**src/rtl/flipper_axi_burst_reader.sv**
```systemverilog
// AXI4 INCR read-burst initiator for Flipper AXI Interface A, with a first-word-fall-through beat buffer.
// Optional feature macro: FLIPPER_AXI_RD_ERR_ABORT_EN (stop issuing bursts after the first error response).
module flipper_axi_burst_reader #(
  parameter int FIFO_DEPTH = 32,
  parameter int LEN_W      = 16
) (
  input  logic             clk,
  input  logic             resetn,
  input  logic             req_valid,
  output logic             req_ready,
  input  logic [31:0]      req_addr,
  input  logic [LEN_W-1:0] req_beats,
  output logic [31:0]      araddrm_a,
  output logic [1:0]       arburstm_a,
  output logic [3:0]       arlenm_a,
  output logic [2:0]       arsizem_a,
  output logic             arvalidm_a,
  input  logic             arreadym_a,
  input  logic [127:0]     rdatam_a,
  input  logic [1:0]       rrespm_a,
  input  logic             rlastm_a,
  input  logic             rvalidm_a,
  output logic             rreadym_a,
  output logic [127:0]     dout_data,
  output logic             dout_last,
  output logic             dout_valid,
  input  logic             dout_ready,
  output logic             busy,
  output logic             done,
  output logic             err
);

  localparam int PTR_W = $clog2(FIFO_DEPTH);
  localparam int CNT_W = PTR_W + 1;

  typedef enum logic [1:0] {
    ST_IDLE,
    ST_ADDR,
    ST_DATA,
    ST_DRAIN
  } state_t;

  state_t           state_q, state_d;
  logic [27:0]      addr_q, addr_d;          // byte address >> 4
  logic [LEN_W-1:0] remaining_q, remaining_d;
  logic             arvalid_q, arvalid_d;
  logic [31:0]      araddr_q, araddr_d;
  logic [3:0]       arlen_q, arlen_d;
  logic             done_q, done_d;
  logic             err_q, err_d;

  logic [128:0]     mem [FIFO_DEPTH];        // {last, data}
  logic [PTR_W-1:0] wr_ptr_q, wr_ptr_d;
  logic [PTR_W-1:0] rd_ptr_q, rd_ptr_d;
  logic [CNT_W-1:0] mem_cnt_q, mem_cnt_d;
  logic             out_valid_q, out_valid_d;
  logic [128:0]     out_word_q, out_word_d;

  logic [8:0]       to_boundary;
  logic [4:0]       burst_len;
  logic [CNT_W-1:0] fifo_count;
  logic [CNT_W-1:0] free_space;
  logic             fifo_full;
  logic             rready;
  logic             r_push;
  logic             push_last;
  logic             pop;
  logic             ld_mem;
  logic             ld_byp;
  logic             wr_en;
  logic             unused_addr_lsbs;

  assign unused_addr_lsbs = ^req_addr[3:0];

  assign to_boundary = 9'd256 - {1'b0, addr_q[7:0]};

  always_comb begin
    burst_len = 5'd16;
    if (remaining_q < LEN_W'(16)) begin
      burst_len = 5'(remaining_q);
    end
    if ({4'b0, burst_len} > to_boundary) begin
      burst_len = 5'(to_boundary);
    end
  end

  assign fifo_count = mem_cnt_q + CNT_W'(out_valid_q);
  assign free_space = CNT_W'(FIFO_DEPTH) - fifo_count;
  assign fifo_full  = (fifo_count == CNT_W'(FIFO_DEPTH));
  assign rready     = (state_q == ST_DATA) && !fifo_full;
  assign r_push     = rready && rvalidm_a;
  assign pop        = out_valid_q && dout_ready;

  always_comb begin
    state_d     = state_q;
    addr_d      = addr_q;
    remaining_d = remaining_q;
    arvalid_d   = arvalid_q;
    araddr_d    = araddr_q;
    arlen_d     = arlen_q;
    done_d      = 1'b0;
    err_d       = err_q;
    push_last   = 1'b0;
    case (state_q)
      ST_IDLE: begin
        if (req_valid) begin
          addr_d      = req_addr[31:4];
          remaining_d = req_beats;
          err_d       = 1'b0;
          if (req_beats == '0) begin
            done_d = 1'b1;
          end else begin
            state_d = ST_ADDR;
          end
        end
      end
      ST_ADDR: begin
        // Space for the whole burst is reserved up front so R never back-pressures.
        if (!arvalid_q) begin
          if (free_space >= CNT_W'(burst_len)) begin
            arvalid_d = 1'b1;
            araddr_d  = {addr_q, 4'h0};
            arlen_d   = 4'(burst_len - 5'd1);
          end
        end else if (arreadym_a) begin
          arvalid_d   = 1'b0;
          addr_d      = addr_q + 28'(arlen_q) + 28'd1;
          remaining_d = remaining_q - LEN_W'(arlen_q) - LEN_W'(1);
          state_d     = ST_DATA;
        end
      end
      ST_DATA: begin
        if (r_push) begin
          if (rrespm_a != 2'b00) begin
            err_d = 1'b1;
`ifdef FLIPPER_AXI_RD_ERR_ABORT_EN
            remaining_d = '0;
`endif
          end
          push_last = (remaining_d == '0) && rlastm_a;
          if (rlastm_a) begin
            state_d = (remaining_d == '0) ? ST_DRAIN : ST_ADDR;
          end
        end
      end
      ST_DRAIN: begin
        if (!out_valid_q && (mem_cnt_q == '0)) begin
          done_d  = 1'b1;
          state_d = ST_IDLE;
        end
      end
      default: begin
        state_d = ST_IDLE;
      end
    endcase
  end

  // Output register refills from the array first; an empty buffer lets the R beat bypass straight in.
  always_comb begin
    ld_mem = 1'b0;
    ld_byp = 1'b0;
    if (!out_valid_q || pop) begin
      if (mem_cnt_q != '0) begin
        ld_mem = 1'b1;
      end else if (r_push) begin
        ld_byp = 1'b1;
      end
    end
    wr_en       = r_push && !ld_byp;
    out_valid_d = (out_valid_q && !pop) || ld_mem || ld_byp;
    out_word_d  = out_word_q;
    if (ld_mem) begin
      out_word_d = mem[rd_ptr_q];
    end else if (ld_byp) begin
      out_word_d = {push_last, rdatam_a};
    end
    rd_ptr_d  = rd_ptr_q + PTR_W'(ld_mem);
    wr_ptr_d  = wr_ptr_q + PTR_W'(wr_en);
    mem_cnt_d = mem_cnt_q + CNT_W'(wr_en) - CNT_W'(ld_mem);
  end

  always_ff @(posedge clk or negedge resetn) begin
    if (!resetn) begin
      state_q     <= ST_IDLE;
      addr_q      <= '0;
      remaining_q <= '0;
      arvalid_q   <= 1'b0;
      araddr_q    <= '0;
      arlen_q     <= '0;
      done_q      <= 1'b0;
      err_q       <= 1'b0;
      wr_ptr_q    <= '0;
      rd_ptr_q    <= '0;
      mem_cnt_q   <= '0;
      out_valid_q <= 1'b0;
      out_word_q  <= '0;
    end else begin
      state_q     <= state_d;
      addr_q      <= addr_d;
      remaining_q <= remaining_d;
      arvalid_q   <= arvalid_d;
      araddr_q    <= araddr_d;
      arlen_q     <= arlen_d;
      done_q      <= done_d;
      err_q       <= err_d;
      wr_ptr_q    <= wr_ptr_d;
      rd_ptr_q    <= rd_ptr_d;
      mem_cnt_q   <= mem_cnt_d;
      out_valid_q <= out_valid_d;
      out_word_q  <= out_word_d;
    end
  end

  always_ff @(posedge clk) begin
    if (wr_en) begin
      mem[wr_ptr_q] <= {push_last, rdatam_a};
    end
  end

  assign req_ready  = (state_q == ST_IDLE);
  assign araddrm_a  = araddr_q;
  assign arburstm_a = 2'b01;
  assign arlenm_a   = arlen_q;
  assign arsizem_a  = 3'b100;
  assign arvalidm_a = arvalid_q;
  assign rreadym_a  = rready;
  assign dout_data  = out_word_q[127:0];
  assign dout_last  = out_word_q[128];
  assign dout_valid = out_valid_q;
  assign busy       = (state_q != ST_IDLE);
  assign done       = done_q;
  assign err        = err_q;

endmodule

```
**config.mk**
```make
export PLATFORM = sky130hd
export DESIGN_NAME = flipper_axi_burst_reader
export DESIGN_NICKNAME = d
export VERILOG_FILES = /design/src/rtl/flipper_axi_burst_reader.sv
export SDC_FILE = /design/constraint.sdc
export NUM_CORES = 2
export LEC_CHECK = 0
export BUFFER_PORTS_ARGS = -buffer_cell sky130_fd_sc_hd__buf_2
export CAP_MARGIN = 20
export CELL_PAD_IN_SITES_DETAIL_PLACEMENT = 1
export CELL_PAD_IN_SITES_GLOBAL_PLACEMENT = 2
export CORE_ASPECT_RATIO = 1.2
export CORE_UTILIZATION = 45
export CTS_CLUSTER_DIAMETER = 50
export DETAILED_ROUTE_END_ITERATION = 6
export PLACE_DENSITY = 0.82
export SLEW_MARGIN = 5
export SYNTH_ARGS = -nofsm -noshare
export SYNTH_HDL_FRONTEND = slang
export SYNTH_MEMORY_MAX_BITS = 65536
export SYNTH_SLANG_ARGS = --single-unit
export TNS_END_PERCENT = 50
```
**constraint.sdc**
```tcl
create_clock -name clk -period 11.05 [get_ports clk]
set_input_delay 0.5525 -clock clk [delete_from_list [all_inputs] [get_ports clk]]
set_output_delay 0.5525 -clock clk [all_outputs]
set_load 0.03 [all_outputs]
```
# ---- Yosys cells after proc, flatten, opt, wreduce, memory -nomap -nowiden
# Memories as Yosys holds them, arrays and structs flattened.
# Cells that the tools add are included.
dict set report totals {
  regBits 227
  n_memories 1
  ramBits 4128
}
# name depth word_bits read_ports rd_ports_with_merged_regs write_ports line_no
set mem_list {}
lappend mem_list {mem 32 129 1 0 1 52} ;# logic [128:0] mem [FIFO_DEPTH];
dict set report classes {
  mux 41
  order_cmp 3
  addsub 12
  bitwise 1
  eq_ne 12
  reduce_logical 28
}
# operator n
set ops {}
lappend ops {{129-bit 2-to-1 mux} 2}
lappend ops {{28-bit 2-to-1 mux} 3}
lappend ops {{28-bit one-hot mux with 2 select lines} 1}
lappend ops {{16-bit 2-to-1 mux} 3}
lappend ops {{16-bit zero test} 2}
lappend ops {{16-bit one-hot mux with 2 select lines} 1}
lappend ops {{28-bit by 1-bit adder with 28-bit output (second input constant)} 1}
lappend ops {{28-bit by 4-bit adder with 28-bit output} 1}
lappend ops {{1-bit 2-to-1 mux} 18}
lappend ops {{16-bit by 5-bit < comparator with 1-bit output (second input constant)} 1}
lappend ops {{2-bit 2-to-1 mux} 8}
lappend ops {{16-bit by 1-bit subtractor with 16-bit output (second input constant)} 1}
lappend ops {{16-bit by 4-bit subtractor with 16-bit output} 1}
lappend ops {{2-bit != test (second input constant)} 7}
lappend ops {{6-bit by 1-bit adder with 6-bit output} 2}
lappend ops {{5-bit by 1-bit adder with 5-bit output} 2}
lappend ops {{5-bit 2-to-1 mux} 2}
lappend ops {{2-bit nonzero test} 5}
lappend ops {{5-bit by 9-bit > comparator with 1-bit output} 1}
lappend ops {{9-bit by 8-bit subtractor with 9-bit output (first input constant)} 1}
lappend ops {{2-bit one-hot mux with 4 select lines} 1}
lappend ops {{4-bit AND reduction} 2}
lappend ops {{1-bit logical AND} 7}
lappend ops {{7-bit AND reduction} 1}
lappend ops {{other kinds (16)} 23}

# ---- Longest topological paths before layout
dict set report depth {
  word_depth 12
  mapped_depth 21
  ltp_nobuf 19
}

# ---- Worst setup path after synthesis
# OpenSTA, ideal clock, no wires.
dict set report synth_timing {
  path_type {register to register}
  from {register out_valid_q, in the netlist dout_valid}
  to {memory mem[12][0], enable pin}
  path_stages_with_launch 11
  t_arrival_ps 7665
  required_ps 10431
  n_path_buf 1
  path_slack_ps 2766
  synth_period_minus_slack_ps 8284
  cell_sequence {dfrtp_1 -> ha_1 -> ha_1 -> inv_1 -> ha_1 -> nand2_1 -> nor4_2 -> or2_1 -> or4_1 -> clkbuf_1 -> nor2_1}
}
dict set report synth_via {
  elab_chain_len 12
}
# item line_no
set synth_lines {}
lappend synth_lines {{start: declaration} 56} ;# logic out_valid_q, out_valid_d;
lappend synth_lines {{start signal: assignment} 209} ;# out_valid_q <= out_valid_d;
lappend synth_lines {{6-bit by 1-bit adder with 6-bit output} 87} ;# assign fifo_count = mem_cnt_q + CNT_W'(out_valid_q);
lappend synth_lines {{6-bit == test} 89} ;# assign fifo_full = (fifo_count == CNT_W'(FIFO_DEPTH));
lappend synth_lines {{1-bit zero test} 90} ;# assign rready = (state_q == ST_DATA) && !fifo_full;
lappend synth_lines {{1-bit logical AND} 90}
lappend synth_lines {{1-bit logical AND} 91} ;# assign r_push = rready && rvalidm_a;
lappend synth_lines {{1-bit 2-to-1 mux} 165} ;# end else if (r_push) begin
lappend synth_lines {{1-bit 2-to-1 mux} 163} ;# if (mem_cnt_q != '0) begin
lappend synth_lines {{1-bit 2-to-1 mux} 162} ;# if (!out_valid_q || pop) begin
lappend synth_lines {{1-bit zero test} 169} ;# wr_en = r_push && !ld_byp;
lappend synth_lines {{1-bit logical AND (*)} 169}
lappend synth_lines {{1-bit 2-to-1 mux (*)} 215} ;# if (wr_en) begin
lappend synth_lines {{1-bit 2-to-1 mux (not written as such) (*)} 216} ;# mem[wr_ptr_q] <= {push_last, rdatam_a};
lappend synth_lines {{end: declaration} 52}
# Every way passes the cells marked *; elsewhere a longest branch is shown, timed or not.

# ---- Worst setup path after layout
dict set report layout_timing {
  from {register out_valid_q, in the netlist dout_valid}
  to {memory mem[18][114], enable pin}
}
# The elaborated chain is that of the path after synthesis.

==> results.sh <==
export IMPL_syn_cell_area_um2=168000
export IMPL_h_tree_depth=5
export IMPL_clock_sinks=4355
export IMPL_yosys_top_cells_area="edfxtp_1 74%, mux4_2 17%, dfrtp_1 3.4%"
export IMPL_via_count=80400
export IMPL_ys_ff_latch=4355
export IMPL_ir_worst_vdd_mv=0.276
export IMPL_fill_cells=32300
export IMPL_synth_compound_area_share_pct=1.00
export IMPL_rows=245
export IMPL_hold_path_class="in -> reg"
export IMPL_fin_util_pct=51.3
export IMPL_violations="DRC"
export IMPL_yosysTopAreaCell="edfxtp_1"
export IMPL_synth_area_per_cell_um2=23.7
export IMPL_die_area_um2=376000
export IMPL_finalCritPeriodShare_pct=56.4
export IMPL_syn_to_final_growth_pct=13.4
export IMPL_final_hold_viol_count=0
export IMPL_grt_use_total_pct=23.5
export IMPL_ys_flop_type="edfxtp_1"
export IMPL_drt_iter0_drc=9352
export IMPL_cp_max_fo=88
export IMPL_numCtsBuffers=412
export IMPL_critical_path_class="reg -> reg"
export IMPL_slew_viol_final=0
export IMPL_combPwrFrac_pct=28.3
export IMPL_fin_crit_ns=6.24
export IMPL_cp_slowest_stage_delay_ns=0.91
export IMPL_final_common_cell="edfxtp_1"
export IMPL_ant_nets=0
export IMPL_cap_viol_max_count=0
export IMPL_critPathSlowestCell="nand3b_1"
export IMPL_clk_pin_slew_ns=0.06
export IMPL_yosys_warnings=0
export IMPL_antenna_found_initial=50
export IMPL_tns_ns=0
export IMPL_power_switching_uw=13900
export IMPL_status="finished with violations"
export IMPL_power_frac_seq_pct=41.1
export IMPL_synth_mux_area_share_pct=19.2
export IMPL_met2_usage_pct=40.4
export IMPL_drive_gt1_share_pct=32.1
export IMPL_slew_headroom_pct=15.4
export IMPL_wl_per_cell_um=34.1
export IMPL_met3_usage_pct=3.60
export IMPL_vias_per_cell=6.18
export IMPL_p_leak_uw=0.0612
export IMPL_grt_overflow=0
export IMPL_cts_root_buffer="clkbuf_16"
export IMPL_met1_usage_pct=31.3
export IMPL_path_cells="ha_1 -> ha_1 -> inv_1 -> ha_1 -> nand2_1 -> nor4_2 -> buf_4 -> nor3_1 -> nand3b_1 -> nor2_4 -> buf_12 -> buf_4"
export IMPL_synth_simple_area_share_pct=0.970
export IMPL_yosys_cell_types_count=65
export IMPL_synth_seq_area_share_pct=77.1
export IMPL_io_pins=362
export IMPL_core_area_um2=372000
export IMPL_cts_resized=0
export IMPL_finalNonFillerCells=13000
export IMPL_skew_ns=0.0740
export IMPL_grt_pass1_vias=85100
export IMPL_worstSkewPairLatency_ns=1.00
export IMPL_wirelength_um=444000
export IMPL_setup_violations_final=0
export IMPL_gp_congestion=0.782
export IMPL_die_w_um=560
export IMPL_cpMostUsedCell="ha_1"
export IMPL_crit_path_start="dout_valid$_DFF_PN0_"
export IMPL_rsz0062_at_grt="false"
export IMPL_max_freq_mhz=160
export IMPL_cp_end_kind="flop"
export IMPL_route_detailed_drc=105
export IMPL_r2r_start="dout_valid$_DFF_PN0_"
export IMPL_nNetsFinal=7925
export IMPL_synth_edf_count=4128
export IMPL_mostFrequentLayoutCells="4128 x edfxtp_1, 1290 x mux4_2, 412 x clkbuf_16"
export IMPL_arrival_ns=6.84
export IMPL_start_util_pct=45.2
export IMPL_grt_start_max_net_pins=153
export IMPL_numPortBuffers=348
export IMPL_synthAdderAreaFrac_pct=0.348
export IMPL_tightest_slew_ns=1.27
export IMPL_firstDrtPassIters=7
export IMPL_tritoncts="yes"
export IMPL_grt_pass1_wl_um=631000
export IMPL_clockPowerShare_pct=30.5
export IMPL_min_from="rdatam_a[99]"
export IMPL_synth_xor_area_share_pct=0.135
export IMPL_synth_top_family_by_area="multiplexers"
export IMPL_gr_max_usage_layer="met2"
export IMPL_clockBufferDepth=4
export IMPL_cp_required_ns=11.65
export IMPL_powerDensity_nw_per_um2=248
export IMPL_die_h_um=671
export IMPL_syn_inst=7106
export IMPL_postSynth_asyncResetShare_pct=5.21
export IMPL_p_int_uw=33300
export IMPL_synth_top_area_share_pct=73.7
export IMPL_cp_start_kind="flop"
export IMPL_switching_share_pct=29.5
export IMPL_dp_hpwl_um=222000
export IMPL_placedCellCount=12200
## final cells by class
class	instances	area, um^2	share of cell area (%)
sequential	4355	130000	68.0
tap	4940	6180	3.24
multi-input combinational	2333	36800	19.3
antenna	22	55.1	0.0289
inverter	34	128	0.0670
timing repair buffer	559	3900	2.05
clock inverter	223	2660	1.40
clock buffer	553	11200	5.88
## power groups by stage
| stage | sequential, uW | clock [uW] | combinational (uW) |
|---|---|---|---|
| 2_1_floorplan | 20000 | 0 | 9410 |
| 3_3_place_gp | 19700 | 0 | 13100 |
| 3_5_place_dp | 19800 | 0 | 13400 |
| 4_1_cts | 19400 | 14600 | 13500 |
| 5_1_grt | 19500 | 15100 | 14200 |
| 6_report | 19400 | 14400 | 13400 |
## through the flow
stage               cell area [um^2]  hold WS (ns)  power [uW]  setup slack [ns]
finish                        191000        0.0509       47300              4.81
global route                  191000        0.0765       48800              4.66
CTS                           190000       0.00228       47600              4.91
detailed placement            176000         0.474       33200              4.96
global placement              176000         0.462       32800              4.96
floorplan                     168000         0.257       29400              2.77
## worst max-delay path: cells and delay by family (launching register included)
family / cells / cell delay, ns
adders and majority gates: 3 / 0.75
DFF: 1 / 0.41
buffers and inverters: 4 / 1.74
and+or+nand+nor: 5 / 2.76
## timing repair
action	CTS	global route
setup endpoints to repair	0	0
hold buffers	58	0
buffers inserted	0	0
hold endpoints to repair	311	0
## metal layers
metal  up-vias  part of all wire (%)
li1      31500                     -
met1     44100                    38
met2      4197                    51
met3       673                   8.4
met4        18                   2.6
met5         -                 0.025
## kinds of logic after synthesis
group           after synthesis
simple gates                366
other cells                   2
flops                      4355
mux                        1598
buf+inv                     425
fa+ha+maj                    45
compound gates              289
xor+xnor                     26
## path summary, 6_finish.rpt
kind	slack, ns	endpoint	depth (start not counted)
max in group asynchronous	8.78	out_word_q[82]$_DFFE_PN0P_	4
min in group asynchronous	0.16	out_word_q[54]$_DFFE_PN0P_	2
hold reg to reg	0.49	araddrm_a[9]$_DFFE_PN0P_	1
hold / removal	0.05	mem[21][99]$_DFFE_PP_	1
setup reg to reg	4.81	mem[18][114]$_DFFE_PP_	12
setup / recovery	4.81	mem[18][114]$_DFFE_PP_	12
## synth_stat cells (all sizes together) (3+ instances only)
cell / count
dfrtp: 227
mux2: 162
buf: 152
nor2: 75
mux4: 1290
o2111ai: 9
nand3b: 7
o211ai: 4
a2bb2oi: 9
xor2: 7
o21ai: 158
nand2: 184
a211oi: 4
a31oi: 7
o22ai: 17
or3b: 3
edfxtp: 4128
a21oi: 45
nand3: 25
mux2i: 146
o22a: 4
clkbuf: 239
a211o: 5
nand2b: 3
fa: 3
nor3: 13
nor2b: 5
and2: 6
inv: 34
nand4: 5
and3: 14
a21o: 10
xnor2: 19
nor4: 7
a21boi: 3
or3: 10
nor3b: 3
ha: 42
## registers in the layout, indices dropped and copies added (netlist names)
register,count
done,1
err,1
dout_valid,1
araddrm_a,28
state_q,2
wr_ptr_q,5
mem,4128
mem_cnt_q,6
out_word_q,129
rd_ptr_q,5
addr_q,28
arlenm_a,4
arvalidm_a,1
remaining_q,16
No activity file was read; power rests on OpenSTA's default activity.
